`src/rtl/sr_command_generator_pkg.sv`:
```
// Shared types for the SR latch command generator: FSM states, pending-slot
// encodings and small elaboration-time helpers.
package sr_command_generator_pkg;

    typedef enum logic [1:0] {
        ST_IDLE    = 2'd0,
        ST_PULSE_S = 2'd1,
        ST_PULSE_R = 2'd2,
        ST_GAP     = 2'd3
    } state_t;

    typedef enum logic [1:0] {
        PEND_NONE = 2'd0,
        PEND_SET  = 2'd1,
        PEND_RST  = 2'd2
    } pend_t;

    function automatic int max_int(input int a, input int b);
        return (a > b) ? a : b;
    endfunction

    function automatic state_t pulse_state(input pend_t p);
        return (p == PEND_RST) ? ST_PULSE_R : ST_PULSE_S;
    endfunction

endpackage

```
`src/rtl/sr_command_generator_if.sv`:
```
// Button inputs and latch-drive outputs of the command generator, plus the
// FSM state for observation.
interface sr_command_generator_if;
    import sr_command_generator_pkg::*;

    logic   set_btn;
    logic   reset_btn;
    logic   S;
    logic   R;
    logic   busy;
    logic   conflict;
    state_t state_dbg;

    modport master (
        output set_btn, reset_btn,
        input  S, R, busy, conflict, state_dbg
    );

    modport slave (
        input  set_btn, reset_btn,
        output S, R, busy, conflict, state_dbg
    );

endinterface

```
`src/rtl/sr_command_generator_button_debouncer.sv`:
```
// Two-flop synchroniser followed by a run-length debouncer: the level only
// follows the input after DEBOUNCE_CYCLES consecutive differing samples.
module button_debouncer #(
    parameter int DEBOUNCE_CYCLES = 4
) (
    input  logic clk,
    input  logic rst_n,
    input  logic btn_raw,
    output logic btn_level
);

    localparam int CW = $clog2(DEBOUNCE_CYCLES + 1);

    logic          sync1_q, sync1_d;
    logic          sync2_q, sync2_d;
    logic          level_q, level_d;
    logic [CW-1:0] cnt_q, cnt_d;

    always_comb begin
        sync1_d = btn_raw;
        sync2_d = sync1_q;
        level_d = level_q;
        cnt_d   = '0;
        // Any sample agreeing with the current level restarts the run.
        if (sync2_q != level_q) begin
            if (cnt_q == CW'(DEBOUNCE_CYCLES - 1)) begin
                level_d = ~level_q;
            end else begin
                cnt_d = cnt_q + CW'(1);
            end
        end
    end

    always_ff @(posedge clk or negedge rst_n) begin
        if (!rst_n) begin
            sync1_q <= 1'b0;
            sync2_q <= 1'b0;
            level_q <= 1'b0;
            cnt_q   <= '0;
        end else begin
            sync1_q <= sync1_d;
            sync2_q <= sync2_d;
            level_q <= level_d;
            cnt_q   <= cnt_d;
        end
    end

    assign btn_level = level_q;

endmodule

```
`src/rtl/sr_command_generator.sv`:
```
// Turns debounced set/reset presses into fixed-width, non-overlapping S/R
// pulses for an SR latch, with a single last-press-wins pending slot.
module sr_command_generator
    import sr_command_generator_pkg::*;
#(
    parameter int DEBOUNCE_CYCLES = 4,
    parameter int PULSE_CYCLES    = 3,
    parameter int GAP_CYCLES      = 2
) (
    input logic                   clk,
    input logic                   rst_n,
    sr_command_generator_if.slave bus
);

    localparam int CNT_W = $clog2(max_int(PULSE_CYCLES, GAP_CYCLES) + 1);

    logic             set_level, rst_level;
    logic             set_prev_q, set_prev_d;
    logic             rst_prev_q, rst_prev_d;
    logic             req_s_q, req_s_d;
    logic             req_r_q, req_r_d;
    state_t           state_q, state_d;
    pend_t            pend_q, pend_d;
    pend_t            new_req;
    logic [CNT_W-1:0] cnt_q, cnt_d;
    logic             s_q, s_d;
    logic             r_q, r_d;
    logic             busy_q, busy_d;
    logic             conflict_q, conflict_d;

    button_debouncer #(.DEBOUNCE_CYCLES(DEBOUNCE_CYCLES)) u_set_db (
        .clk       (clk),
        .rst_n     (rst_n),
        .btn_raw   (bus.set_btn),
        .btn_level (set_level)
    );

    button_debouncer #(.DEBOUNCE_CYCLES(DEBOUNCE_CYCLES)) u_rst_db (
        .clk       (clk),
        .rst_n     (rst_n),
        .btn_raw   (bus.reset_btn),
        .btn_level (rst_level)
    );

    always_comb begin
        set_prev_d = set_level;
        rst_prev_d = rst_level;
        req_s_d    = set_level & ~set_prev_q;
        req_r_d    = rst_level & ~rst_prev_q;
    end

    always_comb begin
        state_d    = state_q;
        cnt_d      = cnt_q;
        pend_d     = pend_q;
        conflict_d = req_s_q & req_r_q;
        new_req    = PEND_NONE;
        // Simultaneous requests cancel each other and leave the slot alone.
        if (req_s_q && !req_r_q) begin
            new_req = PEND_SET;
        end else if (req_r_q && !req_s_q) begin
            new_req = PEND_RST;
        end

        case (state_q)
            ST_IDLE: begin
                cnt_d = '0;
                if (pend_q != PEND_NONE) begin
                    state_d = pulse_state(pend_q);
                    pend_d  = new_req;
                end else if (new_req != PEND_NONE) begin
                    state_d = pulse_state(new_req);
                end
            end
            ST_PULSE_S, ST_PULSE_R: begin
                if (new_req != PEND_NONE) begin
                    pend_d = new_req;
                end
                if (cnt_q == CNT_W'(PULSE_CYCLES - 1)) begin
                    state_d = ST_GAP;
                    cnt_d   = '0;
                end else begin
                    cnt_d = cnt_q + CNT_W'(1);
                end
            end
            ST_GAP: begin
                if (new_req != PEND_NONE) begin
                    pend_d = new_req;
                end
                if (cnt_q == CNT_W'(GAP_CYCLES - 1)) begin
                    cnt_d = '0;
                    // A request landing on this last gap cycle waits in the slot.
                    if (pend_q != PEND_NONE) begin
                        state_d = pulse_state(pend_q);
                        pend_d  = new_req;
                    end else begin
                        state_d = ST_IDLE;
                    end
                end else begin
                    cnt_d = cnt_q + CNT_W'(1);
                end
            end
            default: begin
                state_d = ST_IDLE;
            end
        endcase

        s_d    = (state_d == ST_PULSE_S);
        r_d    = (state_d == ST_PULSE_R);
        busy_d = (state_d != ST_IDLE);
    end

    always_ff @(posedge clk or negedge rst_n) begin
        if (!rst_n) begin
            set_prev_q <= 1'b0;
            rst_prev_q <= 1'b0;
            req_s_q    <= 1'b0;
            req_r_q    <= 1'b0;
            state_q    <= ST_IDLE;
            pend_q     <= PEND_NONE;
            cnt_q      <= '0;
            s_q        <= 1'b0;
            r_q        <= 1'b0;
            busy_q     <= 1'b0;
            conflict_q <= 1'b0;
        end else begin
            set_prev_q <= set_prev_d;
            rst_prev_q <= rst_prev_d;
            req_s_q    <= req_s_d;
            req_r_q    <= req_r_d;
            state_q    <= state_d;
            pend_q     <= pend_d;
            cnt_q      <= cnt_d;
            s_q        <= s_d;
            r_q        <= r_d;
            busy_q     <= busy_d;
            conflict_q <= conflict_d;
        end
    end

    assign bus.S         = s_q;
    assign bus.R         = r_q;
    assign bus.busy      = busy_q;
    assign bus.conflict  = conflict_q;
    assign bus.state_dbg = state_q;

endmodule

```
`src/flat_wrapper.sv`:
```
// flat-port wrapper written by rule: the top's interface ports become plain ports
module sr_command_generator_flat import sr_command_generator_pkg::*;
#(
    parameter int DEBOUNCE_CYCLES = 4,
    parameter int PULSE_CYCLES    = 3,
    parameter int GAP_CYCLES      = 2
)
  (clk, rst_n, bus_set_btn, bus_reset_btn, bus_S, bus_R, bus_busy, bus_conflict, bus_state_dbg);
  sr_command_generator_if bus_i ();
  input logic clk;
  input logic rst_n;
  input wire logic [$bits(bus_i.set_btn)-1:0] bus_set_btn;
  input wire logic [$bits(bus_i.reset_btn)-1:0] bus_reset_btn;
  output wire logic [$bits(bus_i.S)-1:0] bus_S;
  output wire logic [$bits(bus_i.R)-1:0] bus_R;
  output wire logic [$bits(bus_i.busy)-1:0] bus_busy;
  output wire logic [$bits(bus_i.conflict)-1:0] bus_conflict;
  output wire logic [$bits(bus_i.state_dbg)-1:0] bus_state_dbg;
  assign bus_i.set_btn = bus_set_btn;
  assign bus_i.reset_btn = bus_reset_btn;
  assign bus_S = bus_i.S;
  assign bus_R = bus_i.R;
  assign bus_busy = bus_i.busy;
  assign bus_conflict = bus_i.conflict;
  assign bus_state_dbg = bus_i.state_dbg;
  sr_command_generator #(.DEBOUNCE_CYCLES(DEBOUNCE_CYCLES), .PULSE_CYCLES(PULSE_CYCLES), .GAP_CYCLES(GAP_CYCLES)) u_core (.clk(clk), .rst_n(rst_n), .bus(bus_i));
endmodule
```
`config.mk`:
```
export PLATFORM = sky130hd
export DESIGN_NAME = sr_command_generator_flat
export DESIGN_NICKNAME = d
export VERILOG_FILES = /design/src/rtl/sr_command_generator_pkg.sv /design/src/rtl/sr_command_generator_if.sv /design/src/rtl/sr_command_generator_button_debouncer.sv /design/src/rtl/sr_command_generator.sv /design/src/flat_wrapper.sv
export SDC_FILE = /design/constraint.sdc
export NUM_CORES = 1
export LEC_CHECK = 0
export CELL_PAD_IN_SITES_DETAIL_PLACEMENT = 1
export CELL_PAD_IN_SITES_GLOBAL_PLACEMENT = 1
export CORE_ASPECT_RATIO = 0.6
export CORE_UTILIZATION = 40
export CTS_CLUSTER_DIAMETER = 200
export DETAILED_ROUTE_END_ITERATION = 10
export PLACE_DENSITY_LB_ADDON = 0.12
export SKIP_CTS_REPAIR_TIMING = 1
export SLEW_MARGIN = 20
export SYNTH_ARGS = -nofsm -noshare
export SYNTH_HDL_FRONTEND = slang
export SYNTH_SLANG_ARGS = --single-unit
```
`constraint.sdc`:
```
create_clock -name clk -period 1.7 [get_ports clk]
set_clock_uncertainty 0.1 [all_clocks]
set_input_delay 0.34 -clock clk [delete_from_list [all_inputs] [get_ports clk]]
set_output_delay 0.34 -clock clk [all_outputs]
set_load 0.05 [all_outputs]
```
# Yosys cells after proc, flatten, opt, wreduce, memory -nomap -nowiden
# Index checks and enable logic that the tools add are counted.
# W data, S select, Z words.
# classes
addsub	3
n_eq_ne	14
muxes	22
n_bitwise	7
reduce_logical	11
# op_table
op	n
$mux W2	15
$pmux W2 S3	3
$eq A2 B2 Y1 const B	6
$mux W3	4
$add A3 B1 Y3 const B	2
$eq A2 B1 Y1 const B	3
$eq A3 B2 Y1 const B	2
$reduce_bool A2 Y1	3
$not A1 Y1	4
$reduce_and A2 Y1	2
$and A1 B1 Y1	3
$add A2 B1 Y2 const B	1
$logic_and A1 B1 Y1	2
$logic_not A1 Y1	2
$logic_not A2 Y1	1
$ne A1 B1 Y1	2
$ne A2 B1 Y1 const B	1
$reduce_or A2 Y1	1
# word_totals
reg_bits	26
output_inout_bits	6
elab_cells	76

# Logic depth before layout (Yosys ltp)
# depth
ltp_word	10
mapped_depth	6

# Modules after synthesis
# Synthesis repeated with hierarchy kept, for this count alone.
# unflattened
cells_unflattened	97
area_unflattened_um2	1177.4
# modules_own_cells
module	n_inst	cells_each	area_each_um2	seq_area_each_um2
sr_command_generator	1	71	744.5	350.3
button_debouncer	2	13	216.5	150.1

# Worst setup path before layout
# Ideal clock, no wire load.
# synth_timing
path_kind	reg2reg
from	reg u_core.state_q[0], in the netlist u_core.bus.state_dbg[0]
to	reg u_core.busy_q, in the netlist u_core.bus.busy
t_arrival_ns	1.900
slack_ns	-0.437
path_stages_with_launch	7
period_less_slack_ns	2.137
cell_sequence	dfrtp_1 inv_1 ha_1 a22o_1 a32o_1 a2bb2oi_2 o21bai_1
# synth_between
elab_chain_len	4
# synth_lines
item	line_no	rtl
start, declared	sr_command_generator.sv:22	state_t state_q, state_d;
start signal, assigned	sr_command_generator.sv:131	state_q <= state_d;
$eq A2 B1 Y1 / $eq A2 B2 Y1 (equally long branches)	sr_command_generator.sv:65	case (state_q)
$reduce_or A2 Y1	sr_command_generator.sv:65	
$pmux W2 S3 (*)	sr_command_generator.sv:65	
net u_core.state_d[1]	sr_command_generator.sv:22	
$reduce_bool A2 Y1 (*)	sr_command_generator.sv:110	busy_d = (state_d != ST_IDLE);
net u_core.busy_d	sr_command_generator.sv:28	logic busy_q, busy_d;
end signal, assigned	sr_command_generator.sv:136	busy_q <= busy_d;
end, declared	sr_command_generator.sv:28	
# The timed path passes the listed nets; every way through them passes the cells marked *.
# A chain may end at the register's enable or synchronous reset.

# Worst setup path after layout
# layout_timing
from	reg u_core.req_r_q
to	reg u_core.busy_q, in the netlist u_core.bus.busy
# layout_between
elab_chain_len	9
# layout_lines
item	line_no	rtl
start, declared	sr_command_generator.sv:21	logic req_r_q, req_r_d;
start signal, assigned	sr_command_generator.sv:130	req_r_q <= req_r_d;
$logic_and A1 B1 Y1 / $logic_not A1 Y1 (equally long branches)	sr_command_generator.sv:61, sr_command_generator.sv:59	
$mux W2 / $logic_and A1 B1 Y1 (equally long branches)	sr_command_generator.sv:61, sr_command_generator.sv:59	
$mux W2 (*)	sr_command_generator.sv:59	if (req_s_q && !req_r_q) begin
$eq A2 B2 Y1	sr_command_generator_pkg.sv:23	return (p == PEND_RST) ? ST_PULSE_R : ST_PULSE_S;
$mux W2	sr_command_generator_pkg.sv:23	
$mux W2 (*)	sr_command_generator.sv:71	end else if (new_req != PEND_NONE) begin
$mux W2 (*)	sr_command_generator.sv:68	if (pend_q != PEND_NONE) begin
$pmux W2 S3 (*)	sr_command_generator.sv:65	
net u_core.state_d[1]	sr_command_generator.sv:22	
$reduce_bool A2 Y1 (*)	sr_command_generator.sv:110	
net u_core.busy_d	sr_command_generator.sv:28	
# Marked as above.

==> results by group <==
Run status
  • Status: finished with violations
  • Failing checks: setup timing

Detailed routing
  • Detailed Route Iter0 Violations: 23
  • Via count: 800
  • # DRC: 0
  • Avg WL per Cell: 15.6 um
  • ANT nets after route: 0
  • DR pass1 iterations: 4
  • Vias per inst: between 5 and 6
  • DRT Wirelength: 2440 um

Layout
  • Total Nets Final: 138
  • Area Overhead vs Synth: 36.2%
  • Non-filler cells, final: 156
  • ANT cells: 0
  • Share of cells above drive strength 1: 38.7%
  • Fillers: 272

Critical path
  • CP Data Arrival Time: 1840 ps
  • FF-to-FF path depth: 6
  • Crit path launch type: flip-flop
  • Worst endpoint required time: ~1800 ps
  • Crit Path Max Fanout: 4
  • Crit end category: flip-flop
  • Crit path kind: reg2reg

Placed design
  • Gp weighted congestion: between 0.7 and 0.8
  • Placed Instances: approximately 150
  • Post-DP HPWL: 1780 um
  • Pre-CTS setup slack: -44.9 ps
  • PortBufs: 9

STA
  • Fmax: 562 MHz
  • Max Slew Vio Count: 0
  • Relative slew slack: between 70 and 80%
  • Fin crit share: 105%
  • Post-layout min period: 1780 ps
  • Final worst slack: -79.9 ps
  • Final hold vios: 0
  • # setup viols final: 3
  • Slew @ Worst Pin: between 300 and 400 ps
  • RSZ-0062 raised after global routing: true

Logic synthesis
  • Main synth FF type: dfrtp_1
  • EDFF count, synth: 0
  • Yosys warnings: 0
  • #FFs+latches synth: 26
  • Yosys cell types: 30
  • Async SR Flop Fraction: 100%
  • Syn Inst Count: 95
  • Sequential-to-total area share from yosys stat: 56.6%
  • Post-Syn Nets: 108
  • Syn_area_per_cell: roughly 12 um^2
  • Mapped cell area: 0.00115 mm^2

Clocking
  • Worst-path clk slew: 80 ps
  • Htree depth: 1
  • CTS tree: built
  • Clk_lat worst skew: 260 ps
  • CTS Buf Count: 3
  • Clk buf depth: 2
  • CTS Sinks: 26
  • CTS root buffer: clkbuf_8

GRT
  • All-Layer GR Usage: 17.8%
  • Total global routing overflow: 0
  • First-pass GRT wire length: 4040 um
  • Vias in the first global route: about 850
  • Initial antenna violation count: 0
  • Largest net degree at the start of global routing: 27

Die
  • Die width: 71.2 um
  • CORE AREA: 0.00261 mm^2
  • Initial Util: 44.1%
  • Num ports: 10
  • Die Y-Extent: roughly 44 um
  • Row Count: 14
  • Die area: roughly 0.0031 mm^2

Min path
  • Hold Crit Depth: 0
  • Worst Hold Class: reg2reg

Flow run
  • Number of max-cap violations: 0
## final timing paths
path | startpoint | slack (ps) | endpoint
worst max-delay path | u_core.req_r_q | -80 | u_core.bus.busy
worst min-delay path | u_core.u_rst_db.sync1_q | 260 | u_core.u_rst_db.sync2_q
worst max register to register | u_core.req_r_q | -80 | u_core.bus.busy
worst min register to register | u_core.u_rst_db.sync1_q | 260 | u_core.u_rst_db.sync2_q
max in group asynchronous | rst_n | 900 | u_core.bus.state_dbg[1]
min in group asynchronous | rst_n | 330 | u_core.u_set_db.cnt_q[2]
## kinds of logic after synthesis
family / count (synthesis) / share of synthesized area (%)
fa+ha+maj: 9 / 9.79
xor+xnor: 2 / 1.52
compound gates: 21 / 13.1
simple gates: 25 / 13.8
buf+inv: 10 / 3.26
mux: 2 / 1.96
flops: 26 / 56.6
## worst max-delay path, stage by stage (launching register included)
cell,delay (ps)
dfrtp_1,410
buf_4,160
ha_1,200
nor2b_1,170
o31ai_2,350
a2bb2oi_4,120
o21bai_1,170
## per-stage QoR
stage          hold WS (ps)  cell area [um^2]  setup TNS, ps  util, %
4_1_cts                 265              1460           -183     55.8
3_5_place_dp            244              1390          -71.7     53.1
5_1_grt                 278              1570           -361     60.0
3_3_place_gp            233              1390          -30.3     53.1
2_1_floorplan         -55.6              1180           -235        -
6_report                263              1570           -102     60.0
## cells in the final DEF (no fill, tap or decap), types with 3 or more instances in the layout
cell type / synthesis / routed
nor2b_1: 8 / 8
a21oi_1: 7 / 6
inv_1: 10 / 7
buf_4: 0 / 20
clkdlybuf4s50_1: 0 / 3
clkbuf_8: 0 / 3
dfrtp_1: 26 / 24
nor3b_1: 3 / 3
ha_1: 9 / 5
## cell usage after synthesis, types with 2 or more instances
master | n | area (um^2)
a21oi_1 | 7 | 35.0
and3b_1 | 2 | 17.5
dfrtp_1 | 26 | 651
ha_1 | 9 | 113
inv_1 | 10 | 37.5
mux2_2 | 2 | 22.5
nand2b_1 | 2 | 12.5
nor2_1 | 2 | 7.51
nor2b_1 | 8 | 50.1
nor3_1 | 3 | 15.0
nor3b_1 | 3 | 22.5
o21a_1 | 2 | 15.0
xnor2_1 | 2 | 17.5
## routing by layer
layer	part of all wire (%)	up-vias	track usage, %
met2	47	15	26.7
met1	46	397	24.6
met3	5.4	4	6.05
li1	-	384	-
met4	1.1	0	5.60
met5	0	-	0
## registers in the layout (all words and copies together) (netlist names), 2 cells and up
register	count
u_core.u_rst_db.cnt_q	3
u_core.u_set_db.cnt_q	3
u_core.bus.state_dbg	2
u_core.cnt_q	2
u_core.pend_q	2
## area by class of cell
type	count	area, um^2	area share [%]
multi-input cells	59	542	34.6
inverters	10	40.0	2.56
clock buffers	3	41.3	2.64
clock inverters	1	30.0	1.92
repair buffers	25	220	14.1
flip-flops and latches	26	653	41.7
well taps	32	40.0	2.56
Power is left out: the tool's default activity adds up to more than one toggle a clock period on the data nets, which glitch-free logic cannot reach.
